**config.mk**
```make
export PLATFORM = sky130hd
export DESIGN_NAME = uart_tx
export DESIGN_NICKNAME = d
export VERILOG_FILES = /design/src/rtl/uart_pkg.sv /design/src/rtl/uart_bit_timer.sv /design/src/rtl/uart_tx.sv
export SDC_FILE = /design/constraint.sdc
export NUM_CORES = 1
export LEC_CHECK = 0
export CAP_MARGIN = 20
export CELL_PAD_IN_SITES_DETAIL_PLACEMENT = 1
export CELL_PAD_IN_SITES_GLOBAL_PLACEMENT = 2
export CORE_UTILIZATION = 36
export DETAILED_ROUTE_END_ITERATION = 8
export PLACE_DENSITY = 0.82
export SLEW_MARGIN = 20
export SYNTH_ARGS = -nofsm -noshare
export SYNTH_HDL_FRONTEND = slang
export SYNTH_SLANG_ARGS = --single-unit
```
**constraint.sdc**
```tcl
create_clock -name aclk -period 3.99 [get_ports aclk]
set_input_delay 0.5985 -clock aclk [delete_from_list [all_inputs] [get_ports aclk]]
set_output_delay 0.5985 -clock aclk [all_outputs]
set_load 0.02 [all_outputs]
```
**src/rtl/uart_pkg.sv**
```systemverilog
// Shared types and constants for the UART transmit path.
package uart_pkg;

    typedef enum logic [2:0] {IDLE, START, DATA, PARITY, STOP} uart_tx_state_t;

    localparam int unsigned UART_DATA_BITS = 8;

endpackage

```
**src/rtl/uart_bit_timer.sv**
```systemverilog
// Bit-period timer: counts N-1 down to 0 and ticks on the last cycle of every period.
module uart_bit_timer #(
    parameter int unsigned DIV_WIDTH = 16
) (
    input  logic                 aclk,
    input  logic                 areset,
    input  logic                 load,
    input  logic [DIV_WIDTH-1:0] n,
    output logic                 tick
);

    logic [DIV_WIDTH-1:0] r_cnt;
    logic [DIV_WIDTH-1:0] r_reload;
    logic                 r_run;
    logic [DIV_WIDTH-1:0] w_load_val;

    // A divisor of 0 behaves as 1, so the reload value saturates at 0
    assign w_load_val = (n == '0) ? '0 : n - DIV_WIDTH'(1);
    assign tick       = r_run && (r_cnt == '0);

    always_ff @(posedge aclk) begin
        if (areset) begin
            r_cnt    <= '0;
            r_reload <= '0;
            r_run    <= 1'b0;
        end else if (load) begin
            r_cnt    <= w_load_val;
            r_reload <= w_load_val;
            r_run    <= 1'b1;
        end else if (r_run) begin
            if (r_cnt == '0) begin
                r_cnt <= r_reload;
            end else begin
                r_cnt <= r_cnt - DIV_WIDTH'(1);
            end
        end
    end

endmodule

```
**src/rtl/uart_tx.sv**
```systemverilog
// UART transmit serializer: pops bytes from the TX FIFO and frames them onto txd.
module uart_tx
    import uart_pkg::*;
#(
    parameter int unsigned DIV_WIDTH = 16
) (
    input  logic                 aclk,
    input  logic                 areset,
    input  logic [DIV_WIDTH-1:0] divisor,
    input  logic                 parity_en,
    input  logic                 parity_odd,
    input  logic                 two_stop,
    input  logic                 tx_en,
    input  logic                 fifo_empty,
    input  logic [7:0]           fifo_data,
    output logic                 fifo_ren,
    output logic                 txd,
    output logic                 busy
);

    localparam int unsigned              IDX_W    = $clog2(UART_DATA_BITS);
    localparam logic [IDX_W-1:0]         LAST_IDX = IDX_W'(UART_DATA_BITS - 1);

    uart_tx_state_t              r_state;
    logic [UART_DATA_BITS-1:0]   r_shift;
    logic [IDX_W-1:0]            r_bit_idx;
    logic                        r_stop_cnt;
    logic                        r_par;
    logic                        r_par_en;
    logic                        r_two_stop;
    logic                        r_txd;
    logic                        r_busy;
    logic                        w_pop;
    logic                        w_tick;

    // Pop is gated by reset so a byte is never consumed during a reset cycle
    assign w_pop    = (r_state == IDLE) && tx_en && !fifo_empty && !areset;
    assign fifo_ren = w_pop;
    assign txd      = r_txd;
    assign busy     = r_busy;

    uart_bit_timer #(
        .DIV_WIDTH (DIV_WIDTH)
    ) u_bit_timer (
        .aclk   (aclk),
        .areset (areset),
        .load   (w_pop),
        .n      (divisor),
        .tick   (w_tick)
    );

    // r_par starts at parity_odd and accumulates each data bit as it is driven out
    always_ff @(posedge aclk) begin
        if (areset) begin
            r_state    <= IDLE;
            r_shift    <= '0;
            r_bit_idx  <= '0;
            r_stop_cnt <= 1'b0;
            r_par      <= 1'b0;
            r_par_en   <= 1'b0;
            r_two_stop <= 1'b0;
            r_txd      <= 1'b1;
            r_busy     <= 1'b0;
        end else begin
            case (r_state)
                IDLE: begin
                    if (w_pop) begin
                        r_shift    <= fifo_data;
                        r_par      <= parity_odd;
                        r_par_en   <= parity_en;
                        r_two_stop <= two_stop;
                        r_bit_idx  <= '0;
                        r_stop_cnt <= 1'b0;
                        r_txd      <= 1'b0;
                        r_busy     <= 1'b1;
                        r_state    <= START;
                    end
                end
                START: begin
                    if (w_tick) begin
                        r_txd   <= r_shift[0];
                        r_par   <= r_par ^ r_shift[0];
                        r_shift <= r_shift >> 1;
                        r_state <= DATA;
                    end
                end
                DATA: begin
                    if (w_tick) begin
                        if (r_bit_idx == LAST_IDX) begin
                            r_bit_idx <= '0;
                            if (r_par_en) begin
                                r_txd   <= r_par;
                                r_state <= PARITY;
                            end else begin
                                r_txd   <= 1'b1;
                                r_state <= STOP;
                            end
                        end else begin
                            r_bit_idx <= r_bit_idx + IDX_W'(1);
                            r_txd     <= r_shift[0];
                            r_par     <= r_par ^ r_shift[0];
                            r_shift   <= r_shift >> 1;
                        end
                    end
                end
                PARITY: begin
                    if (w_tick) begin
                        r_txd   <= 1'b1;
                        r_state <= STOP;
                    end
                end
                STOP: begin
                    if (w_tick) begin
                        if (r_two_stop && !r_stop_cnt) begin
                            r_stop_cnt <= 1'b1;
                        end else begin
                            r_stop_cnt <= 1'b0;
                            r_busy     <= 1'b0;
                            r_state    <= IDLE;
                        end
                    end
                end
                default: begin
                    r_txd   <= 1'b1;
                    r_busy  <= 1'b0;
                    r_state <= IDLE;
                end
            endcase
        end
    end

endmodule

```
---- After elaboration in Yosys (flattened, before gate mapping) ----
Index checks and enable logic that the tools add are counted.
cells by class
  bitwise operators ....................... 3
  reductions and logical operators ........ 23
  eq/ne operators ......................... 13
  mux-type cells .......................... 41
  add/sub/neg operators ................... 3
operator list
  operator                                                               count
  16-bit two-way mux                                                     4
  3-bit two-way mux                                                      11
  16-bit zero test                                                       2
  8-bit two-way mux                                                      4
  16-bit by 1-bit subtractor with 16-bit output (second input constant)  2
  8-bit case mux with 3 select lines                                     1
  1-bit two-way mux                                                      15
  3-bit case mux with 5 select lines                                     1
  5-bit AND reduction                                                    2
  2-bit by 1-bit != test with 1-bit output (second input constant)       4
  2-bit != test (second input constant)                                  4
  7-bit AND reduction                                                    1
  3-bit by 2-bit == test with 1-bit output (second input constant)       2
  3-bit == test (second input constant)                                  2
  1-bit case mux with 3 select lines                                     2
  3-bit case mux with 2 select lines                                     1
  3-bit AND reduction                                                    2
  2-bit nonzero test                                                     3
  1-bit logical AND                                                      5
  1-bit case mux with 5 select lines                                     1
  4-bit AND reduction                                                    1
  3-bit by 1-bit adder with 3-bit output (second input constant)         1
  3-bit by 1-bit == test with 1-bit output (second input constant)       1
  1-bit zero test                                                        3
  7 further kinds                                                        8
word-level totals
  word-level logic and storage cells ...... 95
  output and inout bits ................... 3
  flip-flop bits (word level) ............. 53

---- Logic depth before layout (Yosys ltp) ----
Gate-level depths: netlist of run 1.
  word-level depth ........................ 6
  mapped depth ............................ 8
  gate-level depth less buffers ........... 7

---- By module ----
A second synthesis of run 1 with hierarchy kept.
second synthesis, totals
  cell total of the unflattened synthesis .. 400
  area total of the unflattened synthesis .. 3171.8 um^2
modules (own cells, without submodules)
  module          sequential area each (um^2)  area each (um^2)  times used  cells an instance
  uart_bit_timer  660.6                        2079.5            1           263
  uart_tx         400.4                        1092.3            1           137

---- Least setup slack after synthesis of run 1 ----
OpenSTA, ideal clock, no wires.
  path kind ............................... input to register
  start ................................... input port divisor[6]
  end ..................................... register u_bit_timer.r_cnt[14]
  stages on the path ...................... 6
  slack ................................... 1917 ps
  arrival ................................. 1938 ps
  cells stage by stage .................... nor4_2 and4_1 nor2_1 buf_2 a22oi_1 o22ai_1
on the way
  word-level cells in the longest chain between the ends .. 3
ends and longest elaborated chain
  element                                                                            RTL line              source
  from (decl)                                                                        uart_tx.sv:9          input logic [DIV_WIDTH-1:0] divisor,
  16-bit by 1-bit subtractor with 16-bit output or 16-bit zero test (tied branches)  uart_bit_timer.sv:18  assign w_load_val = (n == '0) ? '0 : n - DIV_WIDTH'(1);
  16-bit two-way mux *                                                               uart_bit_timer.sv:18
  16-bit two-way mux *                                                               uart_bit_timer.sv:26  end else if (load) begin
  to (signal assigned)                                                               uart_bit_timer.sv:27  r_cnt <= w_load_val;
  to (signal assigned)                                                               uart_bit_timer.sv:32  r_cnt <= r_reload;
  to (signal assigned)                                                               uart_bit_timer.sv:34  r_cnt <= r_cnt - DIV_WIDTH'(1);
  to (decl)                                                                          uart_bit_timer.sv:12  logic [DIV_WIDTH-1:0] r_cnt;
Mark *: on every way between the ends. The rest lies on a longest branch, timed or not.
A chain may end at the register's enable or synchronous reset.

---- Worst setup path after layout of run 1 ----
  start ................................... input port tx_en
  end ..................................... output port fifo_ren
on the way
  word-level cells in the longest chain between the ends .. 3
ends and longest elaborated chain
  element                          RTL line       source
  from (decl)                      uart_tx.sv:13  input logic tx_en,
  1-bit logical AND (3 in series)  uart_tx.sv:37  assign w_pop = (r_state == IDLE) && tx_en && !fifo_empty && !areset;
  to (decl)                        uart_tx.sv:16  output logic fifo_ren,
No other way between the ends.

==> results of run 1 <==
[Yosys cell counts, types with 2 or more instances]
| library cell | count |
|---|---|
| nand2_1 | 39 |
| a22oi_1 | 2 |
| clkbuf_1 | 15 |
| dfxtp_1 | 53 |
| a21oi_1 | 32 |
| nor2_1 | 33 |
| mux2i_1 | 10 |
| and4_1 | 3 |
| nand3b_1 | 4 |
| a2bb2oi_1 | 3 |
| nand3_1 | 15 |
| o211ai_1 | 8 |
| o22ai_1 | 3 |
| nor3b_1 | 4 |
| inv_1 | 13 |
| o221ai_1 | 2 |
| nor3_1 | 9 |
| a211oi_2 | 2 |
| nor2b_1 | 4 |
| o21ai_0 | 24 |
| or3_1 | 3 |
| mux2_2 | 3 |
| buf_2 | 2 |
| nor4_2 | 3 |
| nand2b_1 | 5 |
| nand4_1 | 14 |
| xnor2_1 | 15 |
| o41ai_1 | 2 |
| nor4_1 | 4 |
| o31ai_1 | 3 |
| xor2_1 | 6 |
| a211oi_1 | 11 |
| o21a_1 | 2 |
| ha_1 | 5 |
[worst paths after layout]
check / from / to / slack (ns) / depth (start not counted)
max: tx_en / fifo_ren / 0.81 / 5
min: r_two_stop$_SDFFE_PP0P_ / r_two_stop$_SDFFE_PP0P_ / 0.46 / 2
max reg2reg: u_bit_timer.r_cnt[0]$_SDFFE_PP0P_ / r_par$_SDFFE_PP0P_ / 1.16 / 7
min reg2reg: r_two_stop$_SDFFE_PP0P_ / r_two_stop$_SDFFE_PP0P_ / 0.46 / 2
[area by class of cell]
cell class | count | area (sq um)
clock inverter | 1 | 5.00
timing repair buffer | 38 | 363
inverter | 14 | 52.6
multi-input combinational | 293 | 1870
fill | 1011 | 4640
sequential | 53 | 1060
clock buffer | 7 | 96.3
tap | 105 | 131
[routing by layer]
metal,wire [um],vias to the layer above,track usage
met3,220,13,0.0316
met2,4420,43,0.380
met1,4000,1418,0.251
met4,144,0,0.0679
met5,0,-,0
li1,-,1439,-
[critical path, delay by kind of cell]
kind / cells / cell delay, ns
buffers and inverters: 3 / 1.36
and+or+nand+nor: 2 / 0.63
[flip-flops by register name, indices dropped and copies added, names as in the netlist]
| name | flops |
|---|---|
| busy | 1 |
| r_bit_idx | 3 |
| r_par | 1 |
| r_par_en | 1 |
| r_shift | 8 |
| r_state | 3 |
| r_stop_cnt | 1 |
| r_two_stop | 1 |
| txd | 1 |
| u_bit_timer.r_cnt | 16 |
| u_bit_timer.r_reload | 16 |
| u_bit_timer.r_run | 1 |
[stage by stage]
step | setup WS [ns] | hold slack (ns)
2_1_floorplan | 1.92 | 0.431
3_3_place_gp | 0.760 | 0.444
3_5_place_dp | 0.657 | 0.447
4_1_cts | 0.819 | 0.459
5_1_grt | 0.657 | 0.488
6_report | 0.807 | 0.462
[cell families after synthesis]
| kind of cell | after synthesis | share of synthesized area |
|---|---|---|
| buffers and inverters | 33 | 0.0449 |
| AND/OR/NAND/NOR | 150 | 0.264 |
| AO/OA/AOI/OAI | 104 | 0.222 |
| XOR/XNOR | 21 | 0.0600 |
| adder cells (fa/ha/maj) | 5 | 0.0204 |
| multiplexers | 13 | 0.0437 |
| flip-flops | 53 | 0.346 |
[power by group through the flow]
stage | registers, mW | logic (mW) | clock network (mW)
global route | 0.603 | 0.441 | 0.375
finish | 0.598 | 0.403 | 0.341
floorplan | 0.598 | 0.286 | 0
global placement | 0.607 | 0.394 | 0
detailed placement | 0.610 | 0.402 | 0
CTS | 0.597 | 0.404 | 0.349
==> results.py, run 1 <==
metrics = {
    "setup_path": {
        "cp_cell_sequence": "clkdlybuf4s50_1 -> nor3b_1 -> nand2_1 -> clkinv_1 -> clkdlybuf4s50_1",
        "critical_path_class": "in -> out",
        "critPathCaptureType": "primary output",
        "crit_top_cell": "clkdlybuf4s50_1",
        "cp.required_ns": 3.39,
        "startpoint_type": "input pin",
        "cp.arrival_ns": 2.58,
        "crit_path_max_fanout": 9,
        "crit_slowest_cell": "clkdlybuf4s50_1",
        "cpPeakStageDelay_ns": 0.66,
    },
    "synthesis": {
        "synth_enable_flop_cells": 0,
        "avgSynthCellArea_sq_um": 8.09,
        "yosys_register_bits": 53,
        "synthCells": 379,
        "synth_async_sr_flop_share": 0,
        "synth_top_area_frac": 0.346,
        "synthFlopType": "dfxtp_1",
        "yosysUniqueCellTypes": 57,
        "synth.cell_area_sq_mm": 0.00307,
        "synth_top_cell_by_area": "dfxtp_1",
        "yosysSeqAreaShare": 0.346,
        "yosys-top-cells-area": "dfxtp_1, a21oi_1, nand2_1, xnor2_1, nor2_1",
        "ys_warn_count": 0,
        "synth_nets": 415,
    },
    "placement": {
        "dpl.hpwl_mm": 6.39,
        "place_area_sq_mm": 0.00348,
        "place_congestion": 0.810,
        "port_buffers": 33,
        "place_inst": 503,
    },
    "floorplanning": {
        "core.rowCount": 33,
        "initial_core_util": 0.373,
        "dieArea_sq_mm": 0.00889,
        "fp.dieW_um": 94.3,
        "io_pins": 34,
        "fp.coreArea_sq_mm": 0.00822,
        "die_y_um": 94.3,
    },
    "global_route": {
        "grt_pass1_wl_mm": 14.6,
        "grt_antenna_before_repair": 0,
        "overflow": 0,
        "grt_max_degree": 48,
        "grt_usage": 0.210,
        "grt_pass1_vias": 2912,
    },
    "power_and_ir_drop": {
        "intPower_mw": 0.890,
        "p_seq_frac": 0.445,
        "p_sw_mw": 0.451,
        "comb_power_share": 0.300,
        "finalPower_mw": 1.34,
        "clock_power_share": 0.254,
        "p_per_area_mw_per_mm2": 375,
        "swShare": 0.336,
        "vdd_drop_max_mv": 0.158,
        "leakagePower_nw": 1.21,
    },
    "sta": {
        "rsz0062_at_grt": "no",
        "tightest_slew_ns": 1.04,
        "post-route-min-period_ns": 3.18,
        "fin_crit_sh": 0.798,
        "finalMaxSlewViolations": 0,
        "slew_headroom": 0.306,
        "fin_tns_setup_ns": 0,
        "fin_skew_ns": 0.00635,
        "setup_viol": 0,
        "finalHoldViolations": 0,
        "fmax_ghz": 0.314,
    },
    "layout": {
        "fin_nets": 441,
        "drive_gt1_frac": 0.0690,
        "area_growth_pct": 16.6,
        "mostFrequentLayoutCells": "dfxtp_1, nand2_1, nor2_1, a21oi_1, clkdlybuf4s50_1",
        "final_cells": 511,
        "mostFrequentLayoutCell": "dfxtp_1",
        "postLayoutCoreUtil": 0.435,
        "diodes": 0,
        "final_area_sq_mm": 0.00358,
    },
    "drt": {
        "routedWlPerCell_um": 17.2,
        "drt-vias-per-instance": 5.70,
        "first_pass_iters": 4,
        "drt_wl_total_mm": 8.78,
        "ant_nets": 0,
        "dr.first_iter.drc_count": 91,
        "vias": 2913,
        "drc_errors": 0,
    },
    "min_path": {
        "hold_class": "reg -> reg",
    },
    "clock_tree": {
        "cts_hold_buf": 0,
        "root_buffer": "clkbuf_8",
        "cts_buffers": 5,
        "cts_sinks": 53,
        "post-cts-setup-buffers": 0,
        "cts.path.max_buffers": 2,
        "cts_resized": 0,
        "clk_pin_slew_ns": 0.09,
        "cts_tree": "yes",
        "htree_levels": 2,
        "clk_latency_ns": 0.31,
    },
    "outcome": {
        "outcome": "finished clean",
    },
    "run": {
        "max_cap_violations": 0,
    },
}
Note: power is estimated with default switching activity, not from simulation.
==> run 2, diff against run 1 <==
--- a/config.mk
+++ b/config.mk
@@ -8,9 +8,9 @@
 export CAP_MARGIN = 20
 export CELL_PAD_IN_SITES_DETAIL_PLACEMENT = 1
 export CELL_PAD_IN_SITES_GLOBAL_PLACEMENT = 2
-export CORE_UTILIZATION = 36
+export CORE_UTILIZATION = 30
 export DETAILED_ROUTE_END_ITERATION = 8
-export PLACE_DENSITY = 0.82
+export PLACE_DENSITY = 0.72
 export SLEW_MARGIN = 20
 export SYNTH_ARGS = -nofsm -noshare
 export SYNTH_HDL_FRONTEND = slang
==> constraint.sdc (replaced) <==
create_clock -name aclk -period 2.75 [get_ports aclk]
set_input_delay 0.4125 -clock aclk [delete_from_list [all_inputs] [get_ports aclk]]
set_output_delay 0.4125 -clock aclk [all_outputs]
set_load 0.02 [all_outputs]
==> run 2 against run 1 <==
Effect of this change: power rose by 58%; non-clock buffer count rose by 15; global-route usage fell by 2.5 points; clock power rose by 88%; die area rose by 20%; combinational power rose by 52%; critical endpoint unchanged; largest cell class unchanged.
==> results.py, run 2 (synthesis gave the netlist of run 1 again) <==
metrics = {
    "outcome": {
        "outcome": "finished clean",
    },
    "layout": {
        "mostFrequentLayoutCells": "dfxtp_1, nand2_1, nor2_1, a21oi_1, clkdlybuf4s50_1",
        "diodes": 0,
        "final_cells": 554,
        "reg_top3": "u_bit_timer.r_cnt (16), u_bit_timer.r_reload (16), r_shift (8)",
        "drive_gt1_frac": 0.102,
        "mostFrequentLayoutCell": "dfxtp_1",
        "area_growth_pct": 22.5,
        "fin_nets": 456,
        "num-fill-cells": 1237,
    },
    "sta": {
        "setup_viol": 0,
        "fmax_ghz": 0.416,
        "tightest_slew_ns": 0.560,
        "finalHoldViolations": 0,
        "rsz0062_at_grt": "no",
        "fin_hold_ws_ns": 0.464,
        "fin_skew_ns": 0.00960,
        "slew_headroom": 0.627,
        "post-route-min-period_ns": 2.41,
        "fin_tns_setup_ns": 0,
        "finalMaxSlewViolations": 0,
        "fin_crit_sh": 0.875,
        "postLayoutSetupSlackWorst_ns": 0.345,
    },
    "placement": {
        "dp_slack_ns": 0.318,
        "port_buffers": 33,
        "place_inst": 546,
        "place_congestion": 0.769,
        "dpl.hpwl_mm": 6.76,
    },
    "clock_tree": {
        "cts_buffers": 5,
        "clk_latency_ns": 0.31,
        "cts_hold_buf": 0,
        "htree_levels": 2,
        "cts.path.max_buffers": 2,
        "clk_pin_slew_ns": 0.10,
        "cts_resized": 0,
        "root_buffer": "clkbuf_8",
        "post-cts-setup-buffers": 0,
        "cts_tree": "yes",
        "cts_sinks": 53,
    },
    "drt": {
        "ant_nets": 0,
        "drt-vias-per-instance": 5.36,
        "drc_errors": 0,
        "dr.first_iter.drc_count": 110,
        "routedWlPerCell_um": 16.6,
        "vias": 2968,
        "first_pass_iters": 4,
        "drt_wl_total_mm": 9.20,
    },
    "setup_path": {
        "critPathBufInv": 3,
        "cp.required_ns": 2.34,
        "crit_slowest_cell": "clkdlybuf4s50_1",
        "cp.arrival_ns": 1.99,
        "cp_cell_sequence": "clkdlybuf4s50_1 -> nor3b_1 -> nand2_1 -> clkinv_1 -> clkdlybuf4s50_1",
        "critical_path_class": "in -> out",
        "crit_path_max_fanout": 2,
        "crit_family": "buffers and inverters",
        "critPathCaptureType": "primary output",
        "crit_top_cell": "clkdlybuf4s50_1",
        "cpPeakStageDelay_ns": 0.61,
        "startpoint_type": "input pin",
    },
    "floorplanning": {
        "die_y_um": 103,
        "initial_core_util": 0.312,
        "core.rowCount": 36,
        "fp.coreArea_sq_mm": 0.00982,
        "fp.dieW_um": 103,
        "io_pins": 34,
        "dieArea_sq_mm": 0.0106,
    },
    "global_route": {
        "grt_pass1_wl_mm": 15.1,
        "grt_antenna_before_repair": 0,
        "grt_pass1_vias": 2888,
        "grt_max_degree": 48,
        "overflow": 0,
        "grt_usage": 0.185,
    },
    "power_and_ir_drop": {
        "leakagePower_nw": 1.30,
        "p_per_area_mw_per_mm2": 564,
        "vdd_drop_max_mv": 0.269,
        "finalPower_mw": 2.12,
    },
    "run": {
        "max_cap_violations": 0,
    },
    "min_path": {
        "hold_class": "reg -> reg",
    },
}
## run 2: cell count changes in the layout (fill, tap and decap cells not counted)
cell       previous run  this run
buf_4                 5        20
bufinv_16             0         2
clkbuf_8              7         5
## run 2: path summary, 6_finish.rpt
path,from,end,slack [ns],cells after the start
max,tx_en,fifo_ren,0.34,5
min,r_two_stop$_SDFFE_PP0P_,r_two_stop$_SDFFE_PP0P_,0.46,2
max reg2reg,u_bit_timer.r_cnt[1]$_SDFFE_PP0P_,r_state[0]$_SDFFE_PP0P_,0.37,7
min reg2reg,r_two_stop$_SDFFE_PP0P_,r_two_stop$_SDFFE_PP0P_,0.46,2
## run 2: stage by stage
| stage | utilization | instance area (sq um) |
|---|---|---|
| final | 0.383 | 3760 |
| after global routing | 0.383 | 3760 |
| after CTS | 0.383 | 3760 |
| after detailed placement | 0.369 | 3620 |
| after global placement | 0.369 | 3620 |
| after floorplan | - | 3070 |
## run 2: tightest hold or removal path, stage by stage (launching register included)
cell	delay, ns
dfxtp_1	0.32
nand2_1	0.05
a21oi_1	0.05
## run 2: where the power goes
group | switching, mW | leakage [nW] | internal, mW
logic | 0.338 | 0.800 | 0.276
clock network | 0.279 | 0.0681 | 0.362
registers | 0.0537 | 0.432 | 0.812
total | 0.671 | 1.30 | 1.45
## run 2: per-layer routing
layer,up-vias,part of all wire,global-route usage
met4,0,0.0073,0.0325
li1,1467,-,-
met3,5,0.026,0.0203
met1,1447,0.51,0.267
met5,-,0,0
met2,49,0.45,0.298
## run 2: cell type report
class / instances / area [sq um] / share of cell area
Clock inverter: 3 / 65.1 / 0.0173
Inverter: 14 / 52.6 / 0.0140
Tap cell: 133 / 166 / 0.0443
Sequential cell: 53 / 1060 / 0.282
Multi-Input combinational cell: 293 / 1870 / 0.497
Clock buffer: 5 / 68.8 / 0.0183
Timing Repair Buffer: 53 / 475 / 0.127
